<file path="src/rtl/dds_wave_reader.sv">
// dds_wave_reader
// Phase-accumulator read master for the waveform ROM. Issues one ROM address
// per cycle while running, tracks the ROM read latency with a tag pipeline and
// lands returned samples in a small first-word-fall-through output FIFO.
// Frequency / offset / waveform changes are shadowed and applied only at a
// period wrap (or while idle) so the output never glitches mid-period.
//
// Ports:
//   clk, rst      clock, synchronous active-high reset
//   en            run request (level)
//   cfg_load      one-cycle pulse capturing freq_word/phase_ofs/wave_sel
//   rom_addr      {wave, table index} address to the ROM
//   rom_rd_data   ROM read data, ROM_LATENCY cycles after rom_addr
//   m_data/m_last/m_valid/m_ready  output sample stream (m_last = period end)
//   busy          FSM not idle
module dds_wave_reader #(
  parameter int unsigned PHASE_WIDTH = 32,
  parameter int unsigned ADDR_WIDTH  = 10,
  parameter int unsigned WAVE_BITS   = 2,
  parameter int unsigned DATA_WIDTH  = 8,
  parameter int unsigned ROM_LATENCY = 2,
  parameter int unsigned FIFO_DEPTH  = 4
) (
  input  logic                            clk,
  input  logic                            rst,
  input  logic                            en,
  input  logic                            cfg_load,
  input  logic [PHASE_WIDTH-1:0]          freq_word,
  input  logic [ADDR_WIDTH-1:0]           phase_ofs,
  input  logic [WAVE_BITS-1:0]            wave_sel,
  output logic [WAVE_BITS+ADDR_WIDTH-1:0] rom_addr,
  input  logic [DATA_WIDTH-1:0]           rom_rd_data,
  output logic [DATA_WIDTH-1:0]           m_data,
  output logic                            m_last,
  output logic                            m_valid,
  input  logic                            m_ready,
  output logic                            busy
);

  localparam int unsigned PTR_W = (FIFO_DEPTH > 1) ? $clog2(FIFO_DEPTH) : 1;
  localparam int unsigned CNT_W = $clog2(FIFO_DEPTH + ROM_LATENCY + 1);

  typedef enum logic [1:0] {ST_IDLE, ST_RUN, ST_DRAIN} state_e;

  state_e                  state_q, state_d;
  logic [PHASE_WIDTH-1:0]  acc_q, acc_d;
  logic [PHASE_WIDTH-1:0]  freq_act_q, freq_act_d, freq_shd_q, freq_shd_d;
  logic [ADDR_WIDTH-1:0]   ofs_act_q, ofs_act_d, ofs_shd_q, ofs_shd_d;
  logic [WAVE_BITS-1:0]    wave_act_q, wave_act_d, wave_shd_q, wave_shd_d;
  logic                    pend_q, pend_d;
  logic [ROM_LATENCY-1:0]  tag_vld_q, tag_vld_d, tag_wrap_q, tag_wrap_d;
  logic [DATA_WIDTH-1:0]   mem_q [FIFO_DEPTH];
  logic [DATA_WIDTH-1:0]   mem_d [FIFO_DEPTH];
  logic                    last_q [FIFO_DEPTH];
  logic                    last_d [FIFO_DEPTH];
  logic [PTR_W-1:0]        wr_ptr_q, wr_ptr_d, rd_ptr_q, rd_ptr_d;
  logic [CNT_W-1:0]        occ_q, occ_d;

  logic [CNT_W-1:0]        inflight;
  logic [PHASE_WIDTH:0]    acc_sum;
  logic [ADDR_WIDTH-1:0]   tbl_idx;
  logic                    wrap, issue, apply, push, pop;

  function automatic logic [PTR_W-1:0] ptr_inc(input logic [PTR_W-1:0] p);
    return (p == PTR_W'(FIFO_DEPTH - 1)) ? '0 : p + PTR_W'(1);
  endfunction

  always_comb begin
    inflight = '0;
    for (int unsigned i = 0; i < ROM_LATENCY; i++) begin
      inflight = inflight + CNT_W'(tag_vld_q[i]);
    end
  end

  assign acc_sum  = {1'b0, acc_q} + {1'b0, freq_act_q};
  assign wrap     = acc_sum[PHASE_WIDTH];
  assign tbl_idx  = acc_q[PHASE_WIDTH-1 -: ADDR_WIDTH] + ofs_act_q;
  assign rom_addr = {wave_act_q, tbl_idx};

  // Credit only registered occupancy + in-flight reads: a same-cycle pop is
  // not counted, which keeps the FIFO from ever overflowing.
  assign issue = (state_q == ST_RUN) && en && ((occ_q + inflight) < CNT_W'(FIFO_DEPTH));
  assign apply = pend_q && ((state_q == ST_IDLE) || (issue && wrap));
  assign push  = tag_vld_q[ROM_LATENCY-1];
  assign pop   = (occ_q != '0) && m_ready;

  always_comb begin
    state_d    = state_q;
    acc_d      = acc_q;
    freq_act_d = freq_act_q;
    ofs_act_d  = ofs_act_q;
    wave_act_d = wave_act_q;
    freq_shd_d = freq_shd_q;
    ofs_shd_d  = ofs_shd_q;
    wave_shd_d = wave_shd_q;
    pend_d     = pend_q;
    mem_d      = mem_q;
    last_d     = last_q;
    wr_ptr_d   = wr_ptr_q;
    rd_ptr_d   = rd_ptr_q;
    occ_d      = occ_q + CNT_W'(push) - CNT_W'(pop);

    // Apply uses the pre-load shadow; a load in the same cycle stays pending
    // for the next boundary.
    if (apply) begin
      freq_act_d = freq_shd_q;
      ofs_act_d  = ofs_shd_q;
      wave_act_d = wave_shd_q;
      pend_d     = 1'b0;
    end
    if (cfg_load) begin
      freq_shd_d = freq_word;
      ofs_shd_d  = phase_ofs;
      wave_shd_d = wave_sel;
      pend_d     = 1'b1;
    end

    if (issue) begin
      acc_d = acc_sum[PHASE_WIDTH-1:0];
    end else if (apply) begin
      acc_d = '0;
    end

    tag_vld_d     = tag_vld_q;
    tag_wrap_d    = tag_wrap_q;
    tag_vld_d[0]  = issue;
    tag_wrap_d[0] = issue && wrap;
    for (int unsigned i = 1; i < ROM_LATENCY; i++) begin
      tag_vld_d[i]  = tag_vld_q[i-1];
      tag_wrap_d[i] = tag_wrap_q[i-1];
    end

    if (push) begin
      mem_d[wr_ptr_q]  = rom_rd_data;
      last_d[wr_ptr_q] = tag_wrap_q[ROM_LATENCY-1];
      wr_ptr_d         = ptr_inc(wr_ptr_q);
    end
    if (pop) begin
      rd_ptr_d = ptr_inc(rd_ptr_q);
    end

    case (state_q)
      ST_IDLE:  if (en) state_d = ST_RUN;
      ST_RUN:   if (!en) state_d = ST_DRAIN;
      ST_DRAIN: if (inflight == '0) state_d = ST_IDLE;
      default:  state_d = ST_IDLE;
    endcase
  end

  always_ff @(posedge clk) begin
    if (rst) begin
      state_q    <= ST_IDLE;
      acc_q      <= '0;
      freq_act_q <= '0;
      ofs_act_q  <= '0;
      wave_act_q <= '0;
      freq_shd_q <= '0;
      ofs_shd_q  <= '0;
      wave_shd_q <= '0;
      pend_q     <= 1'b0;
      tag_vld_q  <= '0;
      tag_wrap_q <= '0;
      for (int unsigned i = 0; i < FIFO_DEPTH; i++) begin
        mem_q[i]  <= '0;
        last_q[i] <= 1'b0;
      end
      wr_ptr_q   <= '0;
      rd_ptr_q   <= '0;
      occ_q      <= '0;
    end else begin
      state_q    <= state_d;
      acc_q      <= acc_d;
      freq_act_q <= freq_act_d;
      ofs_act_q  <= ofs_act_d;
      wave_act_q <= wave_act_d;
      freq_shd_q <= freq_shd_d;
      ofs_shd_q  <= ofs_shd_d;
      wave_shd_q <= wave_shd_d;
      pend_q     <= pend_d;
      tag_vld_q  <= tag_vld_d;
      tag_wrap_q <= tag_wrap_d;
      mem_q      <= mem_d;
      last_q     <= last_d;
      wr_ptr_q   <= wr_ptr_d;
      rd_ptr_q   <= rd_ptr_d;
      occ_q      <= occ_d;
    end
  end

  assign m_data  = mem_q[rd_ptr_q];
  assign m_last  = last_q[rd_ptr_q];
  assign m_valid = (occ_q != '0);
  assign busy    = (state_q != ST_IDLE);

endmodule
</file>
<file path="config.mk">
export PLATFORM = sky130hd
export DESIGN_NAME = dds_wave_reader
export DESIGN_NICKNAME = d
export VERILOG_FILES = /design/src/rtl/dds_wave_reader.sv
export SDC_FILE = /design/constraint.sdc
export NUM_CORES = 1
export LEC_CHECK = 0
export CORE_ASPECT_RATIO = 1.2
export CORE_MARGIN = 1.5
export CORE_UTILIZATION = 55
export CTS_BUF_LIST = sky130_fd_sc_hd__clkbuf_8
export DETAILED_ROUTE_END_ITERATION = 8
export PLACE_DENSITY = 0.85
export SYNTH_ARGS = -nofsm -noshare
export SYNTH_HDL_FRONTEND = slang
export SYNTH_SLANG_ARGS = --single-unit
</file>
<file path="constraint.sdc">
create_clock -name clk -period 3.7 [get_ports clk]
set_input_delay 0.555 -clock clk [delete_from_list [all_inputs] [get_ports clk]]
set_output_delay 0.555 -clock clk [all_outputs]
set_load 0.01 [all_outputs]
</file>
Yosys cells after proc, flatten, opt, wreduce, memory -nomap -nowiden
Index checks and enable logic that the tools add are counted.
- flip-flop bits (word level): 170
- input bits: 57
- output and inout port bits: 23
- logic and storage cells: 79
- add/sub/neg operators: 8
- $lt $le $gt $ge: 4
- eq/ne operators: 7
- multiplexer cells: 22
- bitwise operators: 2
- reductions and logical operators: 14
- operator list (operator ; number):
    $mux W32 ; 2
    $add A32 B32 Y33 ; 1
    $bwmux W32 ; 1
    $mux W8 ; 3
    $bmux W8 S2 ; 1
    $demux W8 S2 ; 1
    $add A10 B10 Y10 ; 1
    $mux W2 ; 5
    $eq A2 B2 Y1 const B ; 3
    $ge A3 B3 Y1 const B ; 2
    $logic_and A1 B1 Y1 ; 6
    $ne A2 B2 Y1 const B ; 3
    $not A2 Y3 ; 2
    $pmux W2 S3 ; 1
    $reduce_bool A2 Y1 ; 3
    $mux W1 ; 5
    $add A2 B1 Y2 const B ; 2
    $bwmux W4 ; 1
    $add A3 B1 Y3 ; 1
    $add A3 B2 Y3 ; 1
    $logic_not A3 Y1 ; 1
    $lt A3 B1 Y1 const B ; 1
    $lt A3 B3 Y1 const B ; 1
    $reduce_and A3 Y1 ; 1
    other kinds (8) ; 8

Longest topological paths before layout
- depth after elaboration: 9
- depth in mapped cells: 13
- depth with buffers taken out: 11

Worst setup path before layout
Ideal clock, no wire load.
- path kind: register to register
- start: register acc_q[0]
- end: register freq_act_q[10]
- setup time: 0.128 ns
- arrival: 2.511 ns
- required time: 3.572 ns
- setup slack: 1.062 ns
- stages on the path, launching flop included: 13
- path buffers: 2
- clock period less this slack: 2.638 ns
- cells stage by stage: dfxtp_1 > ha_1 > fa_1 > a21oi_1 > o211ai_1 > a22oi_2 > o21ai_2 > o2bb2ai_1 > o211ai_2 > buf_4 > buf_8 > mux2i_1 > nor2_1
- word-level cells in the longest chain between the ends: 4
- RTL lines (what ; RTL line ; source):
    from (decl) ; 46 ; logic [PHASE_WIDTH-1:0] acc_q, acc_d;
    from (signal assigned) ; 153 ; acc_q <= '0;
    from (signal assigned) ; 172 ; acc_q <= acc_d;
    $add A32 B32 Y33 ; 75 ; assign acc_sum = {1'b0, acc_q} + {1'b0, freq_act_q};
    $logic_and A1 B1 Y1 ; 83 ; assign apply = pend_q && ((state_q == ST_IDLE) || (issue && wrap));
    $logic_or A1 B1 Y1 ; 83 ;
    $logic_and A1 B1 Y1 ; 83 ;
    to (signal assigned) ; 173 ; freq_act_q <= freq_act_d;
    to (decl) ; 47 ; logic [PHASE_WIDTH-1:0] freq_act_q, freq_act_d, freq_shd_q, freq_shd_d;
Every way passes these cells.
A chain may end at the register's enable or synchronous reset.

Worst setup path in the final report
- start: register acc_q[23]
- end: output rom_addr[7]
- word-level cells in the longest chain between the ends: 1
- RTL lines (what ; RTL line ; source):
    $add A10 B10 Y10 ; 77 ; assign tbl_idx = acc_q[PHASE_WIDTH-1 -: ADDR_WIDTH] + ofs_act_q;
    to (decl) ; 31 ; output logic [WAVE_BITS+ADDR_WIDTH-1:0] rom_addr,
Every way passes these cells.

==> qor.yml <==
clocking:
  clkTransAtPathRegs_ns: 0.10
  postCtsHoldBufs: 0
  h-tree-depth: 4
  insertion_delay_ns: 0.48
  numCtsBuffers: 17
  clk_path_buf_depth: 2
  cts.sinks: 170
  cts_tree: "yes"
  clockRootBuffer: "clkbuf_8"
logic_synthesis:
  syn-cell-area_um2: 8370
  synth_cell_types: 57
  yosys_warnings: 0
  syn_avg_cell_area_um2: 9.01
  ys.flop_type: "dfxtp_1"
  synth_edf_count: 0
  async_flop_share_pct: 0
  synth_top_area_share_pct: 40.7
  yosysMostFrequentCell: "dfxtp_1"
  synthesis.nets: 1040
  synth-seq-area-share_pct: 40.7
  synth_top_cell_by_area: "dfxtp_1"
  ys_ff_latch: 170
  syn-instance-count: 929
  synthTopCellsByCount: "dfxtp_1, nor2_1, mux2i_1, nand2_1, a21oi_1"
  yosys-top-cells-area: "dfxtp_1, mux2i_1, ha_1"
power_and_ir_drop:
  power_density_nw_per_um2: 376
  combPwrFrac_pct: 11.9
  p_total_mw: 3.63
  netSwitchingFraction_pct: 28.3
  max-vdd-ir-drop_mv: 0.224
  p_sw_mw: 1.03
  power_frac_seq_pct: 54.0
  p_int_mw: 2.61
  p_leak_nw: 4.30
  p_clk_share_pct: 34.1
routing:
  drc: 0
  via_per_inst: 5.58
  first_iter_violations: 441
  firstDrtPassIters: 7
  routedWlPerCell_um: 15.1
  drtAntennaViolNets: 0
  routed_wl_um: 18200
  vias: 6732
timing:
  drv_slew: 0
  min_period_ns: 3.54
  hold_ws_ns: 0.455
  hold_viol: 0
  relSlewSlack_pct: 31.6
  setup_viol: 0
  fin_setup_tns_ns: 0
  skew_ns: 0.0181
  worst_slack_ns: 0.163
  max_freq_mhz: 283
  worst_pin_slew_ns: 1.03
  min_period_over_period_pct: 95.6
finish:
  area_growth_pct: 15.5
  antenna_cells: 0
  layout.nets: 1100
  finalNonFillerCells: 1206
  stdcell_area_um2: 9660
  drive_gt1_share_pct: 6.29
  final_util_pct: 64.6
place:
  numPortBuffers: 79
  hpwlAfterDp_um: 12700
  placed_cells: 1172
  dp_slack_ns: 0.576
  dpl_cell_area_um2: 9270
  gp_congestion: 0.931
global_routing:
  antenna_found_initial: 0
  grt_pass1_vias: 6561
  grt_pass1_wl_um: 30500
  grt_max_degree: 72
  track_usage_pct: 23.5
  grt_overflow: 0
critical_path:
  r2r_start: "acc_q[0]$_SDFFE_PP0P_"
  path_class: "reg -> out"
  worstPathCellList: "ha_1 > a21o_1 > a21oi_1 > o21ai_0 > a21oi_1 > o21bai_1 > a21oi_2 > buf_4 > xnor2_1 > clkdlybuf4s50_1"
  critPathMaxStageDelay_ns: 0.55
  path_buf_inv: 2
  startpoint: "acc_q[23]$_SDFFE_PP0P_"
  cp_max_fo: 4
  cp.arrival_ns: 2.98
  crit_family: "compound AO/OA/AOI/OAI gates"
  cp_common_cell: "a21oi_1"
  slowest_stage: "clkdlybuf4s50_1"
  worstPathRequired_ns: 3.14
  end_kind: "output port"
  startpoint_type: "flop"
die:
  die_area_um2: 16000
  rows: 49
  core-area_um2: 15000
  ios: 80
  initial_core_util_pct: 55.9
  fp.dieH_um: 138
  die_w_um: 116
hold_path:
  hold_start: "tag_wrap_q[0]$_SDFF_PP0_"
  hold_path.class: "reg -> reg"
flow_run:
  max_cap_viol_count: 0
outcome:
  status: "completed"
-- registers in the layout (all words and copies together), names as in the netlist, 3 cells and up --
name,cells
ofs_shd_q,10
occ_q,3
freq_shd_q,32
ofs_act_q,10
acc_q,32
freq_act_q,32
last_q,4
mem_q,32
-- cell type report --
cell class              instances  area, um^2
fillers                      1242        5300
multi-input cells             682        4640
inverters                      28         105
clock buffers                  17         234
flip-flops and latches        170        3400
well taps                     204         255
repair buffers                 90         883
clock inverters                15         136
-- per-layer routing --
layer / up-vias / routed length, um / global-route usage [%]
li1: 3387 / - / -
met3: 24 / 791 / 5.22
met4: 0 / 301 / 8.38
met2: 171 / 8940 / 39.0
met5: - / 0 / 0
met1: 3150 / 8210 / 29.9
-- cell families (layout without fill, tap and decap cells) --
kind of cell | count (synthesis) | after routing | share of synthesized area, %
fa+ha+maj | 54 | 54 | 8.34
mux | 100 | 100 | 13.3
compound gates | 192 | 192 | 14.2
simple gates | 301 | 301 | 15.8
xor+xnor | 35 | 35 | 3.66
flops | 170 | 170 | 40.7
buf+inv | 77 | 150 | 4.04
-- path summary, 6_finish.rpt --
| check | endpoint | slack, ns | cells past startpoint |
|---|---|---|---|
| hold / removal | tag_wrap_q[1]$_SDFF_PP0_ | 0.45 | 1 |
| setup / recovery | rom_addr[7] | 0.16 | 10 |
| setup reg to reg | freq_act_q[7]$_SDFFE_PP0P_ | 0.57 | 11 |
| hold reg to reg | tag_wrap_q[1]$_SDFF_PP0_ | 0.45 | 1 |
-- repair_timing --
item                                    4_1_cts  5_1_grt
endpoints found under the setup margin        0        4
gates resized for setup                       0        6
setup buffers                                 0        2
-- worst reg2reg max path, cell delays in order, from the launching register on --
cell and delay, ns:
dfxtp_1 0.33, ha_1 0.23, fa_1 0.42, a21oi_1 0.23
o211ai_1 0.16, a22oi_2 0.35, o21ai_2 0.16, o2bb2ai_1 0.22
o211ai_4 0.25, buf_12 0.28, mux2i_1 0.28, nor2_1 0.06
-- power by group through the flow --
stage          Combinational (mW)  Clock [mW]  Sequential [mW]
2_1_floorplan               0.303           0             1.97
3_3_place_gp                0.414           0             2.00
3_5_place_dp                0.432           0             2.01
4_1_cts                     0.436        1.26             1.96
5_1_grt                     0.475        1.34             1.97
6_report                    0.432        1.24             1.96
-- cells in the final DEF, fill, tap and decap left out, types with 4 or more instances in the layout --
cell type,synthesis,layout
nand4_1,7,7
xor2_1,18,18
o21ai_0,43,42
clkdlybuf4s50_1,0,75
nor2b_1,7,7
ha_1,51,51
nor3_1,6,6
o21bai_1,4,4
xnor2_1,17,17
a21oi_1,81,80
nand2_1,84,84
mux2i_1,90,90
a22o_1,5,5
inv_1,28,29
buf_4,1,11
mux4_2,9,9
clkbuf_8,0,17
nor2_1,120,120
a21o_1,18,18
or3_1,4,4
o21ai_1,4,5
and3_1,5,5
nand3_1,52,52
inv_8,0,4
dfxtp_1,170,169
(Power assumes the default switching activity.)
